File: config.mk
export PLATFORM = sky130hd
export DESIGN_NAME = event_scheduler
export DESIGN_NICKNAME = d
export VERILOG_FILES = /design/src/rtl/event_scheduler_pkg.sv /design/src/rtl/event_scheduler_gravity_timer.sv /design/src/rtl/event_scheduler.sv
export SDC_FILE = /design/constraint.sdc
export NUM_CORES = 1
export LEC_CHECK = 0
export BUFFER_PORTS_ARGS = -buffer_cell sky130_fd_sc_hd__buf_2
export CAP_MARGIN = 20
export CORE_MARGIN = 2
export CORE_UTILIZATION = 54
export CTS_CLUSTER_SIZE = 10
export DETAILED_ROUTE_END_ITERATION = 6
export PLACE_DENSITY = 0.73
export REMOVE_ABC_BUFFERS = 1
export SYNTH_ARGS = -nofsm -noshare
export SYNTH_HDL_FRONTEND = slang
export SYNTH_HIERARCHICAL = 1
export SYNTH_SLANG_ARGS = --single-unit
File: constraint.sdc
create_clock -name clk -period 7 [get_ports clk]
set_clock_uncertainty 0.15 [all_clocks]
set_input_delay 1.4 -clock clk [delete_from_list [all_inputs] [get_ports clk]]
set_output_delay 1.4 -clock clk [all_outputs]
set_load 0.05 [all_outputs]
File: src/rtl/event_scheduler_pkg.sv
// Shared definitions for the event scheduler.
//   - Event indices and the one-hot event bus width.
//   - FSM state type.
//   - Fixed-priority picker: UP, DOWN, RIGHT, LEFT, SPACE, FALL (highest first).
package event_scheduler_pkg;

    localparam int EVENT_LEN       = 6;
    localparam int EVENT_FALL      = 0;
    localparam int EVENT_KEY_UP    = 1;
    localparam int EVENT_KEY_DOWN  = 2;
    localparam int EVENT_KEY_LEFT  = 3;
    localparam int EVENT_KEY_RIGHT = 4;
    localparam int EVENT_KEY_SPACE = 5;

    typedef enum logic [0:0] {
        ST_IDLE    = 1'b0,
        ST_GRANTED = 1'b1
    } sched_state_e;

    // Returns a one-hot vector holding the highest-priority set bit of req,
    // or all-zero when req is empty. RIGHT deliberately outranks LEFT even
    // though its index is higher.
    function automatic logic [EVENT_LEN-1:0] pick_highest(input logic [EVENT_LEN-1:0] req);
        logic [EVENT_LEN-1:0] sel;
        sel = '0;
        if (req[EVENT_KEY_UP])
            sel[EVENT_KEY_UP] = 1'b1;
        else if (req[EVENT_KEY_DOWN])
            sel[EVENT_KEY_DOWN] = 1'b1;
        else if (req[EVENT_KEY_RIGHT])
            sel[EVENT_KEY_RIGHT] = 1'b1;
        else if (req[EVENT_KEY_LEFT])
            sel[EVENT_KEY_LEFT] = 1'b1;
        else if (req[EVENT_KEY_SPACE])
            sel[EVENT_KEY_SPACE] = 1'b1;
        else if (req[EVENT_FALL])
            sel[EVENT_FALL] = 1'b1;
        return sel;
    endfunction

endpackage

File: src/rtl/event_scheduler_gravity_timer.sv
// gravity_timer: free-running gravity period counter.
// Ports:
//   clk     - main clock
//   rst     - asynchronous active-high reset
//   level   - current game level (0..15), selects the period
//   pause   - holds the count and suppresses ticks
//   restart - reloads the count to 0 and suppresses any tick this cycle
//   tick    - one-cycle pulse at the terminal count
module gravity_timer
    import event_scheduler_pkg::*;
#(
    parameter int FALL_BASE = 3000,
    parameter int FALL_STEP = 180,
    parameter int FALL_MIN  = 300,
    parameter int PERIOD_W  = 12
) (
    input  logic       clk,
    input  logic       rst,
    input  logic [3:0] level,
    input  logic       pause,
    input  logic       restart,
    output logic       tick
);

    localparam int CALC_W = PERIOD_W + 4;

    // Period for a level, floored at FALL_MIN. The product is formed four
    // bits wider than the counter so a large level never wraps the
    // subtraction into a bogus long period.
    function automatic logic [PERIOD_W-1:0] level_period(input logic [3:0] lvl);
        logic [CALC_W-1:0] dec;
        logic [CALC_W-1:0] base;
        logic [CALC_W-1:0] floor_v;
        dec     = CALC_W'(lvl) * CALC_W'(FALL_STEP);
        base    = CALC_W'(FALL_BASE);
        floor_v = CALC_W'(FALL_MIN);
        if ((dec >= base) || ((base - dec) < floor_v))
            return PERIOD_W'(FALL_MIN);
        else
            return PERIOD_W'(base - dec);
    endfunction

    logic [PERIOD_W-1:0] cnt_q, cnt_d;
    logic [PERIOD_W-1:0] period_q, period_d;
    logic [PERIOD_W-1:0] cur_p;
    logic                at_end;

    // While the count sits at 0 (start of a period) the period follows the
    // level; once counting starts it is frozen in period_q, so a level
    // change only affects the next period.
    assign cur_p    = (cnt_q == '0) ? level_period(level) : period_q;
    assign period_d = cur_p;
    assign at_end   = (cnt_q == (cur_p - PERIOD_W'(1)));

    always_comb begin
        cnt_d = cnt_q;
        tick  = 1'b0;
        if (restart) begin
            cnt_d = '0;
        end else if (!pause) begin
            if (at_end) begin
                cnt_d = '0;
                tick  = 1'b1;
            end else begin
                cnt_d = cnt_q + PERIOD_W'(1);
            end
        end
    end

    always_ff @(posedge clk or posedge rst) begin
        if (rst) begin
            cnt_q    <= '0;
            period_q <= '0;
        end else begin
            cnt_q    <= cnt_d;
            period_q <= period_d;
        end
    end

endmodule

File: src/rtl/event_scheduler.sv
// event_scheduler: latches key pulses and gravity ticks as pending
// requests and presents them one at a time, by fixed priority, on a
// one-hot bus held until the consumer acknowledges it.
// Ports:
//   clk            - main clock
//   rst            - asynchronous active-high reset
//   key_pulse      - one-cycle key pulses, bit i = event index i+1
//   level          - current level, sets the gravity period
//   pause          - freezes gravity and withholds new grants
//   event_received - one-hot acknowledge from the consumer
//   event_out      - registered one-hot presented event, or zero
//   overrun        - sticky: a request hit an already-pending event
module event_scheduler
    import event_scheduler_pkg::*;
#(
    parameter int FALL_BASE = 3000,
    parameter int FALL_STEP = 180,
    parameter int FALL_MIN  = 300,
    parameter int PERIOD_W  = 12
) (
    input  logic                 clk,
    input  logic                 rst,
    input  logic [4:0]           key_pulse,
    input  logic [3:0]           level,
    input  logic                 pause,
    input  logic [EVENT_LEN-1:0] event_received,
    output logic [EVENT_LEN-1:0] event_out,
    output logic                 overrun
);

    sched_state_e         state_q, state_d;
    logic [EVENT_LEN-1:0] pending_q, pending_d;
    logic [EVENT_LEN-1:0] grant_q, grant_d;
    logic                 overrun_q, overrun_d;

    logic                 tick;
    logic                 restart;
    logic                 ack_hit;
    logic [EVENT_LEN-1:0] set_vec;
    logic [EVENT_LEN-1:0] clr_vec;
    logic [EVENT_LEN-1:0] kept;

    gravity_timer #(
        .FALL_BASE (FALL_BASE),
        .FALL_STEP (FALL_STEP),
        .FALL_MIN  (FALL_MIN),
        .PERIOD_W  (PERIOD_W)
    ) u_gravity (
        .clk     (clk),
        .rst     (rst),
        .level   (level),
        .pause   (pause),
        .restart (restart),
        .tick    (tick)
    );

    // Bit 0 is the gravity tick; key bit i maps to event index i+1.
    assign set_vec = {key_pulse, tick};

    // Only the acknowledge bit matching the live grant counts.
    assign ack_hit = (state_q == ST_GRANTED) && ((event_received & grant_q) != '0);
    assign clr_vec = ack_hit ? grant_q : '0;

    // Dropping a piece (DOWN/SPACE) starts a fresh gravity period.
    assign restart = ack_hit && (grant_q[EVENT_KEY_SPACE] || grant_q[EVENT_KEY_DOWN]);

    // A request for a bit being cleared this cycle is a fresh request, not
    // a duplicate; set still wins over clear.
    assign kept      = pending_q & ~clr_vec;
    assign pending_d = kept | set_vec;
    assign overrun_d = overrun_q | ((set_vec & kept) != '0);

    always_comb begin
        state_d = state_q;
        grant_d = grant_q;
        unique case (state_q)
            ST_IDLE: begin
                if ((pending_q != '0) && !pause) begin
                    grant_d = pick_highest(pending_q);
                    state_d = ST_GRANTED;
                end
            end
            ST_GRANTED: begin
                // No preemption and pause does not withdraw: only the
                // matching acknowledge ends a grant.
                if (ack_hit) begin
                    grant_d = '0;
                    state_d = ST_IDLE;
                end
            end
            default: begin
                grant_d = '0;
                state_d = ST_IDLE;
            end
        endcase
    end

    always_ff @(posedge clk or posedge rst) begin
        if (rst) begin
            state_q   <= ST_IDLE;
            pending_q <= '0;
            grant_q   <= '0;
            overrun_q <= 1'b0;
        end else begin
            state_q   <= state_d;
            pending_q <= pending_d;
            grant_q   <= grant_d;
            overrun_q <= overrun_d;
        end
    end

    assign event_out = grant_q;
    assign overrun   = overrun_q;

endmodule

==> results_dict.tcl <==
set metrics [dict create \
    maxCapViolations 0 \
    synthDominantCellAreaShare_pct 28.83 \
    dp_hpwl_um 6107 \
    drc 0 \
    grt_use_total_pct 25.09 \
    multi_input_area_um2 2206 \
    viasPerCell 6.181 \
    first_global_vias 2834 \
    share_seq_of_total_power_pct 34.5 \
    ys_seq_elements 38 \
    clock_period_minus_final_worst_setup_slack_ps 6754 \
    synth-warning-count 6 \
    antenna_found_initial 0 \
    cp_slowest_cell "sky130_fd_sc_hd__or4_4" \
    regArea_um2 950.9 \
    chipHeight_um 82.15 \
    avgSynthCellArea_um2 8.567 \
    post_synth_main_area_contributors "sky130_fd_sc_hd__dfrtp_1, sky130_fd_sc_hd__ha_1, sky130_fd_sc_hd__nor2_1" \
    worst_skew_late_latency_ps 300 \
    synth_edf_count 0 \
    worstPathArrival_ps 6840 \
    cts_tree "done" \
    synthesized_instance_count 385 \
    drt_iter0_markers 133 \
    fillerInstances 530 \
    dp_cells 483 \
    final_cell_count_no_fill 492 \
    top_level_ports 25 \
    finish.net_count 457 \
    final_clock_period_utilization_by_the_worst_path_pct 96.48 \
    globalRoute.totalOverflow 0 \
    power.share.clock_pct 14.8 \
    cts_resized 0 \
    ant_nets 0 \
    place.port_buffers 24 \
    cts-buffers-inserted 5 \
    power.net_switching_uw 435.6 \
    core_region_area_um2 5921 \
    worst_pin_slew_ps 765.9 \
    yosys.area.top_type "sky130_fd_sc_hd__dfrtp_1" \
    crit_required_ps 7090 \
    pwr-share-comb_pct 50.6 \
    finalHoldViolCount 0 \
    clock_path_buffers 2 \
    final_layout_size_suffix_gt1_share_pct 16.55 \
    fin_area_um2 3661 \
    drt_pre_antenna_iters 4 \
    mappedNetlistArea_um2 3298 \
    detail_route.wirelength_um 7971 \
    p_int_uw 546.4 \
    power.density_nw_per_um2 268.3 \
    startpoint_type "input pin" \
    status "complete, no violations" \
    ir_worst_vdd_uv 174.8 \
    critPathMostFrequentCell "sky130_fd_sc_hd__ha_1" \
    synthDistinctLibCells 75 \
    grt_pass1_wl_um 13240 \
    max_stage_delay_ps 570 \
    timing.max_slew.rel_slack_pct 48.83 \
    achievable-frequency_ghz 0.1481 \
    final_max_slew_viol_count 0 \
    flow.area_growth_from_synthesis_pct 11.00 \
    grt_start_max_net_pins 25 \
    worstPathMaxFanout 5 \
    async_reset_ff_share_pct 100.0 \
    ys.flop_type "sky130_fd_sc_hd__dfrtp_1" \
    worst_setup_path_end_kind "register" \
    gp_congestion 0.8763 \
    p_leak_uw 0.001664 \
    cts.sink_count 38 \
    clk_transition_reported_paths_ps 80 \
    route.vias.total 3041 \
    die-area_um2 6749 \
    average_wire_per_standard_cell_um 16.20 \
    diodes 0 \
    worstHoldPathType "reg -> reg" \
    timing.final.setup_violations 0 \
    synth_seq_area_share_pct 28.83 \
    timing.critical_path.cells "buf_2 -> ha_1 -> ha_1 -> ha_1 -> fa_1 -> a211oi_2 -> nor2_1 -> or4_4 -> nor4_4 -> buf_4 -> nor4_1 -> a32o_1 -> o21ai_1 -> nor4_1 -> xnor2_1 -> nand3_1 -> or4b_1 -> nor3_1 -> nand2_1 -> a41oi_1 -> o22ai_1 -> nand3_1" \
    die-width_um 82.15 \
    fin_worst_hold_slack_ps 353.9 \
    dpl_cell_area_um2 3547 \
    sw_frac_of_total_pct 44.36 \
    root_buffer "sky130_fd_sc_hd__clkbuf_8" \
    ctsHtreeMaxLevel 2 \
    start_util_pct 55.71 \
    critPathKind "in -> reg" \
    std_cell_rows 28 \
    grt_setup_unrepaired "false" \
]
## power groups by stage
stage | logic [µW] | registers, µW | clock network [µW]
after global placement | 478 | 339 | 0
final | 497 | 339 | 146
after floorplan | 364 | 334 | 0
after detailed placement | 489 | 341 | 0
after global routing | 551 | 348 | 159
after CTS | 492 | 337 | 150
## cell type report
class | count | share of cell area, %
Clock buffer | 5 | 1.880
Inverter | 19 | 1.948
Timing Repair Buffer | 40 | 7.109
Multi-Input combinational cell | 313 | 60.25
Sequential cell | 38 | 25.97
Tap cell | 75 | 2.563
Clock inverter | 2 | 0.2734
## metrics by stage
stage / util (%) / TNS (ps) / power [µW] / setup slack (ps)
finish: 61.83 / 0 / 982.1 / 246.3
global route: 61.83 / 0 / 1058 / 13.34
CTS: 61.24 / 0 / 979.7 / 282.7
detailed placement: 59.91 / -24.10 / 830.1 / -24.10
global placement: 59.91 / 0 / 817.0 / 109.7
floorplan: - / 0 / 698.0 / 388.9
## metal layers
metal	global-route usage, %	vias to the layer above	wire, µm
met4	5.500	0	64
met5	0	-	0
li1	-	1491	-
met2	42.20	75	3842
met1	34.23	1471	3708
met3	3.804	4	354
## cell usage after synthesis, types with 4 or more instances
master	count
sky130_fd_sc_hd__nand2_1	37
sky130_fd_sc_hd__nor3_1	12
sky130_fd_sc_hd__xor2_1	5
sky130_fd_sc_hd__and3_1	4
sky130_fd_sc_hd__nor3b_1	4
sky130_fd_sc_hd__ha_1	20
sky130_fd_sc_hd__a22oi_1	6
sky130_fd_sc_hd__nand3_1	22
sky130_fd_sc_hd__clkbuf_1	11
sky130_fd_sc_hd__nor2b_1	5
sky130_fd_sc_hd__a21o_1	11
sky130_fd_sc_hd__a211o_1	6
sky130_fd_sc_hd__dfrtp_1	38
sky130_fd_sc_hd__inv_1	18
sky130_fd_sc_hd__xnor2_1	14
sky130_fd_sc_hd__a21oi_1	13
sky130_fd_sc_hd__a22o_1	4
sky130_fd_sc_hd__and2_1	4
sky130_fd_sc_hd__a31oi_1	4
sky130_fd_sc_hd__mux2_2	4
sky130_fd_sc_hd__nor2_1	38
sky130_fd_sc_hd__nor4_1	7
sky130_fd_sc_hd__o21ai_1	4
sky130_fd_sc_hd__o211ai_1	4
sky130_fd_sc_hd__o21ai_0	12
## final timing paths
kind | from | end | slack, ps | cells past startpoint
min | u_gravity/period_q[1] | u_gravity/period_q[1] | 350 | 2
max reg2reg | u_gravity/cnt_q[0] | overrun | 2430 | 19
max | level[1] | overrun | 250 | 22
min reg2reg | u_gravity/period_q[1] | u_gravity/period_q[1] | 350 | 2
min in group asynchronous | rst | u_gravity/period_q[4] | 870 | 2
max in group asynchronous | rst | pending_q[3] | 5320 | 2
## cells in the final DEF (no fill, tap or decap), types with 4 or more instances in the layout
cell type                   n
sky130_fd_sc_hd__nor4_1     7
sky130_fd_sc_hd__mux2_2     4
sky130_fd_sc_hd__and3_1     4
sky130_fd_sc_hd__o21ai_0   12
sky130_fd_sc_hd__inv_1     18
sky130_fd_sc_hd__a21oi_1   13
sky130_fd_sc_hd__buf_4     15
sky130_fd_sc_hd__a21o_1    11
sky130_fd_sc_hd__xnor2_1   14
sky130_fd_sc_hd__a22o_1     4
sky130_fd_sc_hd__a31oi_1    4
sky130_fd_sc_hd__clkbuf_8   5
sky130_fd_sc_hd__a211o_1    6
sky130_fd_sc_hd__buf_2     24
sky130_fd_sc_hd__nand2_1   37
sky130_fd_sc_hd__a22oi_1    6
sky130_fd_sc_hd__nor2_1    38
sky130_fd_sc_hd__o211ai_1   4
sky130_fd_sc_hd__nor3b_1    4
sky130_fd_sc_hd__nor3_1    12
sky130_fd_sc_hd__xor2_1     5
sky130_fd_sc_hd__and2_1     4
sky130_fd_sc_hd__nor2b_1    5
sky130_fd_sc_hd__ha_1      20
sky130_fd_sc_hd__dfrtp_1   38
sky130_fd_sc_hd__o21ai_1    4
sky130_fd_sc_hd__nand3_1   22
## logic make-up (layout without fill, tap and decap cells)
family,Yosys count,count (layout),synth area share [%]
flip-flops,38,38,28.83
XOR/XNOR,20,20,5.539
buffers and inverters,34,66,4.287
AND/OR/NAND/NOR,160,160,25.49
AO/OA/AOI/OAI,104,104,24.77
multiplexers,7,7,2.276
adder cells (fa/ha/maj),22,22,8.801
## timing repair
item,4_1_cts,5_1_grt
buffers inserted,0,1
endpoints found under the hold margin,0,0
hold buffers,0,0
endpoints found under the setup margin,0,1
## sequential cells by signal, summed over array words and instances, names as in the netlist
signal              cells
u_gravity/cnt_q        12
u_gravity/period_q     12
event_out               6
pending_q               6
overrun                 1
state_q                 1
## worst max-delay path, delay by kind of cell
kind                     cells  cell delay [ps]
AND/OR/NAND/NOR             10             2360
buffers and inverters        2              290
adder cells (fa/ha/maj)      4             1240
XOR/XNOR                     1              270
AO/OA/AOI/OAI                5             1260
Power figures use the tool's default switching activity.
